===== src/rtl/approx_mac_accumulator.sv =====
// Accumulates signed products into per-vector dot products and hands each result off over a
// valid/ready interface. The result stays registered until the consumer takes it.
module approx_mac_accumulator #(
  parameter int unsigned PROD_W   = 32,
  parameter int unsigned ACC_W    = 40,
  parameter int unsigned CNT_W    = 16,
  parameter bit          SATURATE = 1'b1
) (
  input  logic              clk,
  input  logic              rst,
  input  logic              in_valid,
  output logic              in_ready,
  input  logic [PROD_W-1:0] in_p,
  input  logic              in_last,
  output logic              out_valid,
  input  logic              out_ready,
  output logic [ACC_W-1:0]  out_acc,
  output logic [CNT_W-1:0]  out_cnt,
  output logic              out_ovf
);

  localparam int unsigned ExtW = ACC_W + 1 - PROD_W;

  typedef enum logic {StAcc, StHold} state_e;

  state_e             state_q, state_d;
  logic [ACC_W-1:0]   acc_q, acc_d;
  logic [CNT_W-1:0]   cnt_q, cnt_d;
  logic               ovf_q, ovf_d;
  logic [ACC_W-1:0]   out_acc_q, out_acc_d;
  logic [CNT_W-1:0]   out_cnt_q, out_cnt_d;
  logic               out_ovf_q, out_ovf_d;

  logic               beat;
  logic [ACC_W:0]     sum_wide;
  logic               ovf_beat;
  logic [ACC_W-1:0]   sum;
  logic [CNT_W-1:0]   cnt_inc;

  assign out_valid = (state_q == StHold);
  assign in_ready  = ~out_valid | out_ready;
  assign beat      = in_valid & in_ready;

  // One guard bit beyond ACC_W exposes signed overflow as a mismatch of the top two bits.
  assign sum_wide = {acc_q[ACC_W-1], acc_q} + {{ExtW{in_p[PROD_W-1]}}, in_p};
  assign ovf_beat = sum_wide[ACC_W] ^ sum_wide[ACC_W-1];
  assign cnt_inc  = (&cnt_q) ? cnt_q : cnt_q + CNT_W'(1);

  always_comb begin
    sum = sum_wide[ACC_W-1:0];
    if (SATURATE && ovf_beat) begin
      sum = sum_wide[ACC_W] ? {1'b1, {(ACC_W-1){1'b0}}} : {1'b0, {(ACC_W-1){1'b1}}};
    end
  end

  always_comb begin
    state_d   = state_q;
    acc_d     = acc_q;
    cnt_d     = cnt_q;
    ovf_d     = ovf_q;
    out_acc_d = out_acc_q;
    out_cnt_d = out_cnt_q;
    out_ovf_d = out_ovf_q;

    if (state_q == StHold && out_ready) begin
      state_d = StAcc;
    end

    if (beat) begin
      if (in_last) begin
        out_acc_d = sum;
        out_cnt_d = cnt_inc;
        out_ovf_d = ovf_q | ovf_beat;
        acc_d     = '0;
        cnt_d     = '0;
        ovf_d     = 1'b0;
        state_d   = StHold;
      end else begin
        acc_d = sum;
        cnt_d = cnt_inc;
        ovf_d = ovf_q | ovf_beat;
      end
    end
  end

  always_ff @(posedge clk) begin
    if (rst) begin
      state_q   <= StAcc;
      acc_q     <= '0;
      cnt_q     <= '0;
      ovf_q     <= 1'b0;
      out_acc_q <= '0;
      out_cnt_q <= '0;
      out_ovf_q <= 1'b0;
    end else begin
      state_q   <= state_d;
      acc_q     <= acc_d;
      cnt_q     <= cnt_d;
      ovf_q     <= ovf_d;
      out_acc_q <= out_acc_d;
      out_cnt_q <= out_cnt_d;
      out_ovf_q <= out_ovf_d;
    end
  end

  assign out_acc = out_acc_q;
  assign out_cnt = out_cnt_q;
  assign out_ovf = out_ovf_q;

endmodule

===== config.mk =====
export PLATFORM = sky130hd
export DESIGN_NAME = approx_mac_accumulator
export DESIGN_NICKNAME = d
export VERILOG_FILES = /design/src/rtl/approx_mac_accumulator.sv
export SDC_FILE = /design/constraint.sdc
export NUM_CORES = 1
export LEC_CHECK = 0
export ABC_CLOCK_PERIOD_IN_PS = 9000
export CAP_MARGIN = 5
export CELL_PAD_IN_SITES_DETAIL_PLACEMENT = 0
export CELL_PAD_IN_SITES_GLOBAL_PLACEMENT = 2
export CORE_UTILIZATION = 35
export DETAILED_ROUTE_END_ITERATION = 6
export HOLD_SLACK_MARGIN = 0.05
export PLACE_DENSITY_LB_ADDON = 0.1
export REMOVE_ABC_BUFFERS = 1
export SLEW_MARGIN = 40
export SYNTH_ARGS = -nofsm -noshare
export SYNTH_HDL_FRONTEND = slang
export SYNTH_SLANG_ARGS = --single-unit

===== constraint.sdc =====
create_clock -name clk -period 9 [get_ports clk]
set_input_delay 1.35 -clock clk [delete_from_list [all_inputs] [get_ports clk]]
set_output_delay 1.35 -clock clk [all_outputs]
set_load 0.02 [all_outputs]

# After elaboration in Yosys (flattened, before gate mapping)
# Index checks and enable logic that the tools add are counted.
# word_totals
ff_bits	115
wordCells	26
out_inout_bits	59
input_bits	37
# classes
n_reduce_logical	3
addsub	2
muxes	9
n_bitwise	5
# ops
cell	n
$mux 40	3
$add 40x32->41	1
$mux 16	2
$add 16x1->16 const B	1
$reduce_and 16->1	1
$mux 1	4
$or 1x1->1	2
$reduce_and 2->1	1
$and 1x1->1	1
$logic_and 1x1->1	1
$not 1->1	1
$xor 1x1->1	1

# Depth between registers and ports, before layout
# Gate-level depths: netlist of run 1.
# logic_depth
depth_word	4
depth_mapped	14
ltp_nobuf	12

# Least setup slack after synthesis of run 1
# Ideal clock, no wire load.
# synth_path
path_kind	input port to flip-flop
start	input port in_p[0]
end	register out_acc_q[35] (netlist: out_acc[35])
required_ns	8.878
path_stages	13
path_slack_ns	5.115
t_arrival_ns	3.764
path_buffers	1
setup_time_ns	0.122
path_cell_list	ha_1 > inv_1 > fa_1 > nor2b_1 > o31a_1 > o21ai_2 > a21oi_4 > a31oi_1 > mux2i_1 > and2_4 > nor2_1 > buf_2 > a221o_1
# synth_between
elab_chain_cells	3
# synth_lines
element	line_no	text
from (decl)	13	input logic [PROD_W-1:0] in_p,
$add 40x32->41 *	45	assign sum_wide = {acc_q[ACC_W-1], acc_q} + {{ExtW{in_p[PROD_W-1]}}, in_p};
$mux 40 / $xor 1x1->1 (equally long branches)	52, 46	
$mux 40 *	51	if (SATURATE && ovf_beat) begin
to (signal assigned)	100	out_acc_q <= out_acc_d;
to (decl)	30	logic [ACC_W-1:0] out_acc_q, out_acc_d;
# Mark *: on every way between the ends. The rest lies on a longest branch, timed or not.
# A chain may end at the register's enable or synchronous reset.

# Worst setup path in the final report of run 1
# layout_path
start	input port in_p[31]
end	register acc_q[11]
# layout_between
elab_chain_cells	4
# layout_lines
element	line_no	text
$add 40x32->41 *	45	
$mux 40 / $xor 1x1->1 (equally long branches)	52, 46	
$mux 40 *	51	
$mux 40 *	70	if (in_last) begin
to (signal assigned)	89	acc_q <= '0;
to (signal assigned)	97	acc_q <= acc_d;
to (decl)	27	logic [ACC_W-1:0] acc_q, acc_d;
# Marked as above.

==> impl_metrics.yaml, run 1 <==
logic_synthesis:
  syn_area_sq_um: 6563
  synthesis.yosys.warnings: 0
  ys_ff_latch: 115
  number_of_enable_flip_flop_cells_after_synthesis: 0
  synth-main-ff-cell: "dfxtp_1"
  postSynth.asyncResetShare_pct: 0
  sequential_fraction_of_the_synthesis_area_pct: 35.08
  postSynthAreaPerCell_sq_um: 7.926
  synth_cell_types: 64
  postSynthCellCount: 828
detailed_routing:
  post-route-drc-count: 5
  wirelength_microns: 19950
  drtAntennaViolNets: 0
  tritonroute_pass_1_iters: 7
  first_iter_violations: 478
  num_vias: 6252
  post_drt_wl_per_cell_microns: 17.41
  vias_per_cell: 5.455
grt:
  antenna_found_initial: 0
  grt_max_degree: 43
  aggregate_global_routing_overflow: 0
  grt_first_pass_wirelength_microns: 32980
  first_global_vias: 6236
  globalRouteTotalUtil_pct: 21.45
die:
  die_height_microns: 138.9
  start_util_pct: 36.16
  row_count: 49
  floorplan.core_area_sq_um: 18150
  dieArea_sq_um: 19300
  dieWidth_microns: 138.9
  io-pin-count: 96
timing:
  timing.final.max_slew_violations: 0
  final.setup.tns_ns: 0
  fin_worst_hold_slack_ns: 0.4405
  layout_worst_path_cycle_share_pct: 52.40
  slew-limit-headroom_pct: 40.87
  hold_viol_final: 0
  grt_setup_unrepaired: "no"
  max_slew.worst_pin.slew_ns: 0.8869
  fin_crit_ns: 4.716
  setup-violations-final: 0
  timing.fmax_ghz: 0.2120
  final_skew_ns: 0.009650
worst_setup_path:
  critical_path.n_buffers_inverters: 2
  path_cells: "clkdlybuf4s50_1 > ha_1 > nand2_1 > nor3_1 > inv_1 > o311ai_0 > o22ai_1 > xor2_1 > nand2_1 > nand3_2 > o21ai_0"
  reg2reg_setup_slack_ns: 5.51
  path_common_cell: "nand2_1"
  worst_path_largest_cell_delay_ns: 0.63
  critical_path_maximum_fanout: 23
  cp.required_ns: 9.27
  timing.critical_path.to_type: "flip-flop"
  cp-start-kind: "primary input"
  critical_path.top_delay_family: "simple AND/OR/NAND/NOR gates"
  slowest_stage: "clkdlybuf4s50_1"
  setup.worst_path.class: "primary input to flip-flop"
  arrival_ns: 4.99
clocking:
  clock_sink_count: 115
  ctsHoldBuffers: 0
  post_cts_buffers: 0
  cts_htree_levels: 4
  tritoncts: "done"
  cts-root-buf: "clkbuf_16"
  tritoncts.num_buffers: 17
  clk-insertion-delay-late_ns: 0.42
  post_cts_repair_resize_count: 0
  max-clock-path-buffers: 2
  cts_clock_pin_slew_for_the_worst_setup_and_hold_paths_ns: 0.06
power_and_ir_drop:
  powerDensity_nw_per_um2: 217.6
  peak_vdd_ir_v: 0.0001448
  total_leakage_power_nw: 3.169
cells_and_area:
  layout.cells.most_common_list: "nand2_1, dfxtp_1, o21ai_0, clkdlybuf4s50_1, a21oi_1"
  synthToLayoutAreaGrowth_pct: 27.00
  drive_gt1_share_pct: 5.998
  mostFrequentLayoutCell: "nand2_1"
  layout.nets: 983
  diodes: 0
hold_path:
  min_path_type: "flip-flop to flip-flop"
placed_design:
  port_buffers: 95
  detailedPlacementHpwl_microns: 14210
  final_weighted_congestion_in_routability_driven_placement: 0.8552
run_status:
  violations: "DRC"
  status: "finished, violations left"
flow_run:
  max_cap_check_violation_count: 0
==> worst min-delay path, stage by stage, from the launching register on <==
cell and delay (ns):
dfxtp_1 0.31, nand2_1 0.05, nand2_1 0.04
==> logic make-up after synthesis <==
kind of cell,Yosys count,synth area share (%)
AOI/OAI and AO/OA,291,28.12
and+or+nand+nor,272,18.28
DFF,115,35.08
buffers and inverters,58,3.622
xor gates and xnor gates,46,6.139
adders and majority gates,43,8.275
muxes,3,0.4766
==> routing by layer <==
layer | vias to the layer above | global-route usage, % | share of wire, %
li1 | 3160 | - | -
met1 | 2908 | 28.83 | 49
met2 | 161 | 34.00 | 45
met3 | 23 | 5.456 | 5.0
met4 | 0 | 5.789 | 1.3
met5 | - | 0 | 0
==> metrics by stage <==
step	power [W]	area [sq um]	std cells	setup slack, ns	utilization (%)
floorplan	0.0009208	6381	785	3.505	-
global placement	0.001092	7674	1113	3.618	42.28
detailed placement	0.001092	7705	1114	3.577	42.46
CTS	0.001828	8332	1146	4.003	45.91
global route	0.001913	8334	1146	3.893	45.93
finish	0.001813	8334	1146	4.284	45.93
==> final timing paths <==
kind | start | endpoint | cells past startpoint
hold reg to reg | out_cnt[13] | out_cnt[13] | 2
hold / removal | out_cnt[13] | out_cnt[13] | 2
setup / recovery | in_p[31] | acc_q[11] | 11
setup reg to reg | acc_q[1] | out_acc[35] | 10
==> area by class of cell <==
cell class / count / area, sq um
multi-input cells: 655 / 4066
well taps: 229 / 286.5
clock inverters: 12 / 180.2
flip-flops and latches: 115 / 2302
fillers: 1818 / 9813
clock buffers: 20 / 446.7
repair buffers: 100 / 996.0
inverters: 15 / 56.30
==> sequential cells by signal, indices dropped and copies added, names as in the netlist <==
register	flops
ovf_q	1
acc_q	40
out_cnt	16
out_valid	1
out_ovf	1
cnt_q	16
out_acc	40
==> synthesized netlist by cell type, types with 3 or more instances <==
cell type	instances	area, sq um
o311ai_0	3	26.28
ha_1	41	513.0
a21oi_1	76	380.4
and4_1	3	26.28
nor4_1	4	25.02
a21o_1	8	60.06
o21a_1	7	52.55
a22oi_1	9	67.56
o211ai_1	9	67.56
o21bai_1	9	67.56
xor2_1	22	192.7
dfxtp_1	115	2302
nor2_1	67	251.5
a31oi_1	5	31.28
or3_1	7	43.79
nand4_1	8	50.05
nand2_1	129	484.2
nand3_1	13	65.06
nand3b_1	3	22.52
nor3_1	17	85.08
a21boi_0	4	30.03
or2_2	3	18.77
clkbuf_1	27	101.4
and2_1	3	18.77
buf_2	15	75.07
xnor2_1	24	210.2
o21ai_0	98	490.5
inv_1	15	56.30
a221o_1	5	50.05
nor2b_1	6	37.54
o22ai_1	4	25.02
a211oi_1	8	60.06
nand2b_1	3	18.77
a22o_1	23	201.4
==> where the power goes <==
group	leakage (nW)	switching, W	internal (W)
clock network	0.289	0.000256	0.000471
logic	1.94	0.000307	0.000197
registers	0.938	0.0000260	0.000556
(Power assumes the default switching activity.)
==> run 2: changes to the inputs <==
Settings changed: ABC_CLOCK_PERIOD_IN_PS 9000 to 4400, CORE_UTILIZATION 35 to 32.
Clock period 9 ns to 4.4 ns, I/O delays scaled along.
==> impl_metrics.yaml, run 2 (synthesized netlist as in run 1, its figures left out) <==
placed_design:
  place_ws_ns: 0.1294
  final_weighted_congestion_in_routability_driven_placement: 0.8793
  detailedPlacementHpwl_microns: 15370
  port_buffers: 95
  dp_cells: 1188
worst_setup_path:
  r2r_end: "out_acc[38]"
  timing.critical_path.to_type: "flip-flop"
  cp.required_ns: 4.69
  reg2reg_setup_slack_ns: 1.10
  worst_path_largest_cell_delay_ns: 0.73
  critical_path_maximum_fanout: 12
  cp-start-kind: "primary input"
  path_cells: "clkdlybuf4s50_1 > ha_1 > buf_4 > a21oi_1 > o21ai_0 > a211oi_1 > o21bai_1 > a31oi_1 > mux2i_1 > and2_4 > nor2_2 > a221o_1"
  arrival_ns: 4.23
  slowest_stage: "clkdlybuf4s50_1"
  critical_path.n_buffers_inverters: 2
  setup.worst_path.class: "primary input to flip-flop"
  crit-reg2reg-launch: "acc_q[10]"
  critical_path.top_delay_family: "compound AO/OA/AOI/OAI gates"
  ff2ff_path_depth: 10
power_and_ir_drop:
  post-layout-total-power_w: 0.003622
  pwr-share-clk_pct: 36.9
  powerDensity_nw_per_um2: 423.1
  seq_power_share_pct: 32.8
  internal-power_w: 0.002392
  power_switching_share_pct: 33.96
  peak_vdd_ir_v: 0.0002781
  total_leakage_power_nw: 3.294
  combPwrFrac_pct: 30.3
  net-switching-power_w: 0.001230
cells_and_area:
  final.fill_count: 2093
  mostFrequentLayoutCell: "nand2_1"
  layout.nets: 1016
  layout.cells.non_filler: 1220
  synthToLayoutAreaGrowth_pct: 30.47
  drive_gt1_share_pct: 9.053
  layout.cells.most_common_list: "nand2_1, dfxtp_1, o21ai_0, clkdlybuf4s50_1, a21oi_1"
  diodes: 0
die:
  die_height_microns: 145.2
  row_count: 52
  dieArea_sq_um: 21080
  io-pin-count: 96
  start_util_pct: 32.54
  dieWidth_microns: 145.2
  floorplan.core_area_sq_um: 20170
flow_run:
  max_cap_check_violation_count: 0
detailed_routing:
  tritonroute_pass_1_iters: 5
  first_iter_violations: 302
  post_drt_wl_per_cell_microns: 17.14
  drtAntennaViolNets: 0
  num_vias: 6368
  wirelength_microns: 20910
  vias_per_cell: 5.220
  post-route-drc-count: 0
timing:
  layout_worst_path_cycle_share_pct: 89.42
  setup-violations-final: 0
  final.setup.tns_ns: 0
  fin_crit_ns: 3.935
  timing.fmax_ghz: 0.2542
  grt_setup_unrepaired: "no"
  timing.final.max_slew_violations: 0
  hold_viol_final: 0
  slew-limit-headroom_pct: 49.46
  max_slew.worst_pin.slew_ns: 0.7573
  final_skew_ns: 0.009041
  worst_slack_ns: 0.4654
clocking:
  tritoncts.num_buffers: 17
  cts_htree_levels: 4
  post_cts_buffers: 0
  tritoncts: "done"
  cts_clock_pin_slew_for_the_worst_setup_and_hold_paths_ns: 0.06
  cts-root-buf: "clkbuf_16"
  clock_sink_count: 115
  ctsHoldBuffers: 0
  post_cts_repair_resize_count: 0
  clk-insertion-delay-late_ns: 0.42
  max-clock-path-buffers: 2
hold_path:
  whs_endpoint: "out_acc[11]"
  min_path_type: "flip-flop to flip-flop"
  min_path_cells: 2
  timing.hold.worst.start: "out_acc[11]"
grt:
  aggregate_global_routing_overflow: 0
  globalRouteTotalUtil_pct: 20.52
  antenna_found_initial: 0
  grt_first_pass_wirelength_microns: 34350
  grt_max_degree: 61
  first_global_vias: 6488
run_status:
  status: "complete, no violations"
-- run 2: cell count changes in the layout (fill, tap and decap cells not counted), sizes merged --
cell | previous run | this run
clkinv | 2 | 4
clkbuf | 20 | 21
bufinv | 4 | 1
buf | 5 | 38
inv | 16 | 15
clkinvlp | 5 | 6
-- run 2: worst max path at each step --
stage                     startpoint     endpoint  slack, ns  depth (start not counted)
after global routing        in_p[31]  out_acc[38]       0.28                         12
final                       in_p[31]  out_acc[38]       0.47                         12
after floorplan            out_ready    acc_q[32]      -0.41                          5
after detailed placement    in_p[31]  out_acc[38]       0.13                         12
after CTS                   in_p[31]  out_acc[38]       0.52                         12
after global placement      in_p[31]  out_acc[33]      -0.05                         12
-- run 2: final cells by class --
cell class	count	area [sq um]	share of cell area (%)
Clock buffer	21	460.4	5.378
Clock inverter	11	106.4	1.242
Inverter	15	56.30	0.6576
Multi-Input combinational cell	655	4063	47.45
Sequential cell	115	2302	26.89
Tap cell	270	337.8	3.946
Timing Repair Buffer	133	1236	14.44
-- run 2: worst min-delay path, cell delays in order, from the launching register on --
cell and delay (ns):
dfxtp_1 0.32, nand2_1 0.04, o21ai_0 0.05
-- run 2: routing by layer --
layer  wire, microns  track usage (%)
met5               0                0
met4             300            5.316
met3             926            4.465
met2            9568            32.88
met1           10120            27.77
-- run 2: power by group through the flow --
stage	Clock [W]	Combinational (W)	Sequential (W)
2_1_floorplan	0	0.000633	0.00125
3_3_place_gp	0	0.00109	0.00121
3_5_place_dp	0	0.00109	0.00121
4_1_cts	0.00136	0.00110	0.00119
5_1_grt	0.00142	0.00121	0.00120
6_report	0.00134	0.00110	0.00119
-- run 2: through the flow --
stage | instance area (sq um) | util [%] | hold slack, ns
after floorplan | 6381 | - | 0.4291
after global placement | 7971 | 39.52 | 0.4356
after detailed placement | 7993 | 39.63 | 0.4430
after CTS | 8559 | 42.44 | 0.4566
after global routing | 8562 | 42.45 | 0.4754
final | 8562 | 42.45 | 0.4477
